$ cat config.mk
export PLATFORM = sky130hd
export DESIGN_NAME = motor_relu_seq_ctrl
export DESIGN_NICKNAME = d
export VERILOG_FILES = /design/src/rtl/motor_nn_pkg.sv /design/src/rtl/motor_relu_lane.sv /design/src/rtl/motor_relu_seq_ctrl.sv
export SDC_FILE = /design/constraint.sdc
export NUM_CORES = 1
export LEC_CHECK = 0
export ABC_AREA = 0
export ABC_CLOCK_PERIOD_IN_PS = 5610
export BUFFER_PORTS_ARGS = -buffer_cell sky130_fd_sc_hd__buf_2
export CELL_PAD_IN_SITES_DETAIL_PLACEMENT = 1
export CELL_PAD_IN_SITES_GLOBAL_PLACEMENT = 2
export CORE_MARGIN = 3
export CORE_UTILIZATION = 36
export DETAILED_ROUTE_END_ITERATION = 8
export GPL_TIMING_DRIVEN = 0
export MAX_ROUTING_LAYER = met4
export PLACE_DENSITY = 0.93
export SLEW_MARGIN = 20
export SYNTH_ARGS = -nofsm -noshare
export SYNTH_HDL_FRONTEND = slang
export SYNTH_SLANG_ARGS = --single-unit
$ cat constraint.sdc
create_clock -name ap_clk -period 5.61 [get_ports ap_clk]
set_input_delay 0.8415 -clock ap_clk [delete_from_list [all_inputs] [get_ports ap_clk]]
set_output_delay 0.8415 -clock ap_clk [all_outputs]
set_load 0.02 [all_outputs]
$ cat src/rtl/motor_nn_pkg.sv
// Shared definitions for the motor-network activation stages.
//   W_DEF, I_DEF, N_ELEM_DEF : default element width, integer bits, vector length
//   elem_t                   : one ap_fixed<18,7> element, two's complement
//   state_t                  : sequencer state encoding
package motor_nn_pkg;

    localparam int unsigned W_DEF      = 18;
    localparam int unsigned I_DEF      = 7;
    localparam int unsigned N_ELEM_DEF = 3;

    typedef logic signed [W_DEF-1:0] elem_t;

    typedef enum logic [1:0] {
        ST_IDLE,
        ST_RUN,
        ST_HOLD
    } state_t;

endpackage

$ cat src/rtl/motor_relu_lane.sv
// Single-element combinational ReLU lane, shared across all vector elements.
//   x       : input element, two's complement, W bits
//   y       : x when x > 0, otherwise 0
//   clamped : high when x <= 0 (the element was forced to zero)
module motor_relu_lane #(
    parameter int unsigned W = 18
) (
    input  logic [W-1:0] x,
    output logic [W-1:0] y,
    output logic         clamped
);

    logic positive;

    // Strictly positive: sign clear and at least one magnitude bit set.
    assign positive = !x[W-1] && (|x[W-2:0]);
    assign clamped  = !positive;
    assign y        = positive ? {1'b0, x[W-2:0]} : '0;

endmodule

$ cat src/rtl/motor_relu_seq_ctrl.sv
// Sequencing controller for the motor-network ReLU stage. A whole vector is
// captured under a start/ready handshake, streamed one element per cycle
// through one shared ReLU lane, and the result bank is held under valid/ack.
//   ap_clk, ap_rst_n : clock (rising edge), asynchronous active-low reset
//   ap_start         : request to process in_vec
//   ap_ready         : combinational; high in the cycle in_vec is captured
//   ap_idle          : sequencer is idle
//   ap_done          : one-cycle pulse when the result bank becomes valid
//   in_vec           : input vector, element i at [i*W +: W]
//   out_vec          : registered ReLU result, same packing
//   out_vld          : out_vec/zero_cnt valid and held
//   out_ack          : downstream consumed out_vec (only meaningful with out_vld)
//   zero_cnt         : count of elements clamped to zero in the current result
module motor_relu_seq_ctrl
    import motor_nn_pkg::*;
#(
    parameter int unsigned N_ELEM = N_ELEM_DEF,
    parameter int unsigned W      = W_DEF,
    parameter int unsigned I      = I_DEF
) (
    input  logic                         ap_clk,
    input  logic                         ap_rst_n,
    input  logic                         ap_start,
    output logic                         ap_ready,
    output logic                         ap_idle,
    output logic                         ap_done,
    input  logic [N_ELEM*W-1:0]          in_vec,
    output logic [N_ELEM*W-1:0]          out_vec,
    output logic                         out_vld,
    input  logic                         out_ack,
    output logic [$clog2(N_ELEM+1)-1:0]  zero_cnt
);

    localparam int unsigned IDX_W = (N_ELEM > 1) ? $clog2(N_ELEM) : 1;
    localparam int unsigned ZC_W  = $clog2(N_ELEM + 1);
    localparam logic [IDX_W-1:0] IDX_LAST = IDX_W'(N_ELEM - 1);

    // I only documents the fixed-point format; reject nonsensical settings.
    if (I < 1 || I > W) begin : g_bad_int_bits
        $error("motor_relu_seq_ctrl: integer bits I must lie in 1..W");
    end

    state_t                 state;
    state_t                 state_nxt;
    logic [IDX_W-1:0]       idx;
    logic [N_ELEM*W-1:0]    in_reg;
    logic                   accept;
    logic                   last;
    logic [W-1:0]           lane_x;
    logic [W-1:0]           lane_y;
    logic                   lane_clamped;

    // A new vector may enter from IDLE, or straight out of HOLD when the
    // current result is consumed in the same cycle.
    assign accept   = ap_start && ((state == ST_IDLE) || ((state == ST_HOLD) && out_ack));
    assign ap_ready = accept && ap_rst_n;
    assign ap_idle  = (state == ST_IDLE);
    assign last     = (idx == IDX_LAST);
    assign lane_x   = in_reg[idx*W +: W];

    motor_relu_lane #(
        .W (W)
    ) u_lane (
        .x       (lane_x),
        .y       (lane_y),
        .clamped (lane_clamped)
    );

    always_ff @(posedge ap_clk or negedge ap_rst_n) begin
        if (!ap_rst_n) begin
            state <= ST_IDLE;
        end else begin
            state <= state_nxt;
        end
    end

    always_comb begin
        state_nxt = state;
        unique case (state)
            ST_IDLE: begin
                if (accept) state_nxt = ST_RUN;
            end
            ST_RUN: begin
                if (last) state_nxt = ST_HOLD;
            end
            ST_HOLD: begin
                if (accept)       state_nxt = ST_RUN;
                else if (out_ack) state_nxt = ST_IDLE;
            end
            default: state_nxt = ST_IDLE;
        endcase
    end

    always_ff @(posedge ap_clk or negedge ap_rst_n) begin
        if (!ap_rst_n) begin
            idx      <= '0;
            in_reg   <= '0;
            out_vec  <= '0;
            zero_cnt <= '0;
            out_vld  <= 1'b0;
            ap_done  <= 1'b0;
        end else begin
            ap_done <= 1'b0;
            if (accept) begin
                // out_vec deliberately keeps its old contents until overwritten.
                in_reg   <= in_vec;
                idx      <= '0;
                zero_cnt <= '0;
                out_vld  <= 1'b0;
            end else begin
                unique case (state)
                    ST_RUN: begin
                        out_vec[idx*W +: W] <= lane_y;
                        if (lane_clamped) zero_cnt <= zero_cnt + ZC_W'(1);
                        if (last) begin
                            out_vld <= 1'b1;
                            ap_done <= 1'b1;
                        end else begin
                            idx <= idx + IDX_W'(1);
                        end
                    end
                    ST_HOLD: begin
                        if (out_ack) out_vld <= 1'b0;
                    end
                    default: ;
                endcase
            end
        end
    end

endmodule

==> results.sh <==
export IMPL_total_power_mw=5.26
export IMPL_maxSlewViolCount=0
export IMPL_design_area_um2=7080
export IMPL_htree_levels=4
export IMPL_post_route_period_util=0.643
export IMPL_synth_warnings=0
export IMPL_clock_root_buffer="clkbuf_16"
export IMPL_antenna_found_initial=0
export IMPL_coreArea_um2=14900
export IMPL_cts_resized_gates=0
export IMPL_dpl_cell_count=901
export IMPL_ctsHoldBuffers=0
export IMPL_grt_pass1_wl_um=30200
export IMPL_ff2ff_path_depth=10
export IMPL_arrival_ps=3940
export IMPL_dp_hpwl_um=14200
export IMPL_synth_edff_count=0
export IMPL_finalSetupTns_ps=0
export IMPL_grt_ovfl_total=0
export IMPL_clkTransAtPathRegs_ps=50
export IMPL_dieArea_um2=17100
export IMPL_drc=0
export IMPL_synth_commonest_cells="nand2_1 (200), dfrtp_1 (116), nor2_1 (39)"
export IMPL_fp_dieW_um=131
export IMPL_finClkSkew_ps=9.11
export IMPL_final_util=0.476
export IMPL_grt_max_degree=63
export IMPL_via_count=5102
export IMPL_synth_top_area_share=0.519
export IMPL_reg2reg_from="idx[1]"
export IMPL_dpl_cell_area_um2=6450
export IMPL_yosysSeqAreaShare=0.519
export IMPL_syn_nets=662
export IMPL_endpoint_kind="register"
export IMPL_yosysMostFrequentCell="nand2_1"
export IMPL_maxCapViolations=0
export IMPL_cts_setup_buffers=0
export IMPL_io_pins=118
export IMPL_drt_iter0_drc=279
export IMPL_synth_area_leaders="dfrtp_1 (52%), nand2_1 (13%), a32o_1 (4.8%)"
export IMPL_grt_busiest_layer="met2"
export IMPL_diodes=0
export IMPL_crit_top_cell="a21oi_1"
export IMPL_fmax_ghz=0.277
export IMPL_syn_inst=599
export IMPL_yosys_area_top_type="dfrtp_1"
export IMPL_worstHoldPathType="in -> async"
export IMPL_setup_violations=0
export IMPL_leakage_nw=3.51
export IMPL_nets=799
export IMPL_async_reset_ff_frac=1.00
export IMPL_max_slew_margin=0.470
export IMPL_wl_per_cell_um=20.4
export IMPL_die_h_um=131
export IMPL_cts_tree="done"
export IMPL_avgSynthCellArea_um2=9.35
export IMPL_met2_usage=0.391
export IMPL_start_util=0.377
export IMPL_use_met1=0.305
export IMPL_area_delta_synth_final_pct=26.4
export IMPL_post_route_min_period_ps=3610
export IMPL_crit_cells=10
export IMPL_place_congestion=0.899
export IMPL_ys_ff_latch=116
export IMPL_worst_path_max_fanout=10
export IMPL_slowest_stage="a21oi_1"
export IMPL_viasPerCell=5.47
export IMPL_status="finished clean"
export IMPL_ys_types=57
export IMPL_drt_total_wl_um=19000
export IMPL_antenna_left=0
export IMPL_critPathMaxStageDelay_ps=640
export IMPL_rsz0062_at_grt="false"
export IMPL_crit_path_cell_trace="buf_6, buf_2, inv_1, ha_1, clkbuf_1, buf_1, nor2_1, a21oi_1, a21oi_1, a21oi_1"
export IMPL_ys_flop_type="dfrtp_1"
export IMPL_use_met3=0.0423
export IMPL_timing_reg2reg_setup_slack_ps=2000
export IMPL_cts_buffers=17
export IMPL_dr_pass1_iters=5
export IMPL_start_kind="register"
export IMPL_clk_path_buf_depth=2
export IMPL_insertion_delay_ps=420
export IMPL_regToRegEndpoint="out_vec[16]"
export IMPL_final_cells=933
export IMPL_row_count=44
export IMPL_p_per_area_nw_per_um2=744
export IMPL_required_ps=5950
export IMPL_io_buffers=117
export IMPL_crit_family="buffers and inverters"
export IMPL_track_usage=0.240
export IMPL_tightest_slew_ps=794
export IMPL_netlist_area_um2=5600
export IMPL_peakVddDrop_mv=0.283
export IMPL_critical_path_class="reg -> reg"
export IMPL_cts_sinks=116
export IMPL_drive_gt1_frac=0.244
export IMPL_grt_pass1_vias=5397
export IMPL_hold_violations=0
export IMPL_critPathBufInv=5
==> worst max-delay path by stage <==
stage	start	to	slack, ps
3_5_place_dp	idx[1]	out_vec[16]	2030
4_1_cts	idx[1]	out_vec[16]	1970
6_report	idx[1]	out_vec[16]	2000
2_1_floorplan	out_ack	ap_ready	3060
3_3_place_gp	ap_rst_n	ap_ready	1530
5_1_grt	idx[1]	out_vec[16]	1720
==> power by group <==
part | switching (mW) | internal, mW
Sequential | 0.249 | 1.21
Clock | 0.409 | 0.745
Combinational | 1.81 | 0.842
Total | 2.47 | 2.79
==> cell families after synthesis <==
kind of cell	Yosys count	share of synthesized area
AOI/OAI and AO/OA	119	0.164
adders and majority gates	5	0.0112
buffers and inverters	46	0.0378
DFF	116	0.519
muxes	26	0.0496
and+or+nand+nor	287	0.219
==> cells in the final DEF, fill, tap and decap left out, drive strengths merged, types with 8 or more instances in the layout <==
cell type    n
nand2      200
buf        132
dfrtp      116
clkbuf      43
nor2        39
a32o        27
a21oi       21
o21ai       21
a22oi       16
mux2i       15
nor3        11
mux2        11
inv          9
nand3        8
==> per-layer routing <==
layer	vias up	share of wire
met2	157	0.49
met1	2548	0.44
met4	0	0.023
li1	2367	-
met5	-	0
met3	30	0.046
==> cell type report <==
type,count,area [µm²]
tap,184,230
clock inverter,15,203
clock buffer,17,425
fill,1746,7790
multi-input combinational,437,2480
buffer,40,189
sequential,116,2900
inverter,6,22.5
timing repair buffer,118,619
==> per-stage QoR <==
step	setup WS, ps	hold WS, ps
2_1_floorplan	3060	440
3_3_place_gp	1530	451
5_1_grt	1720	420
6_report	2000	384
4_1_cts	1970	403
3_5_place_dp	2030	460
Power figures use the tool's default switching activity.
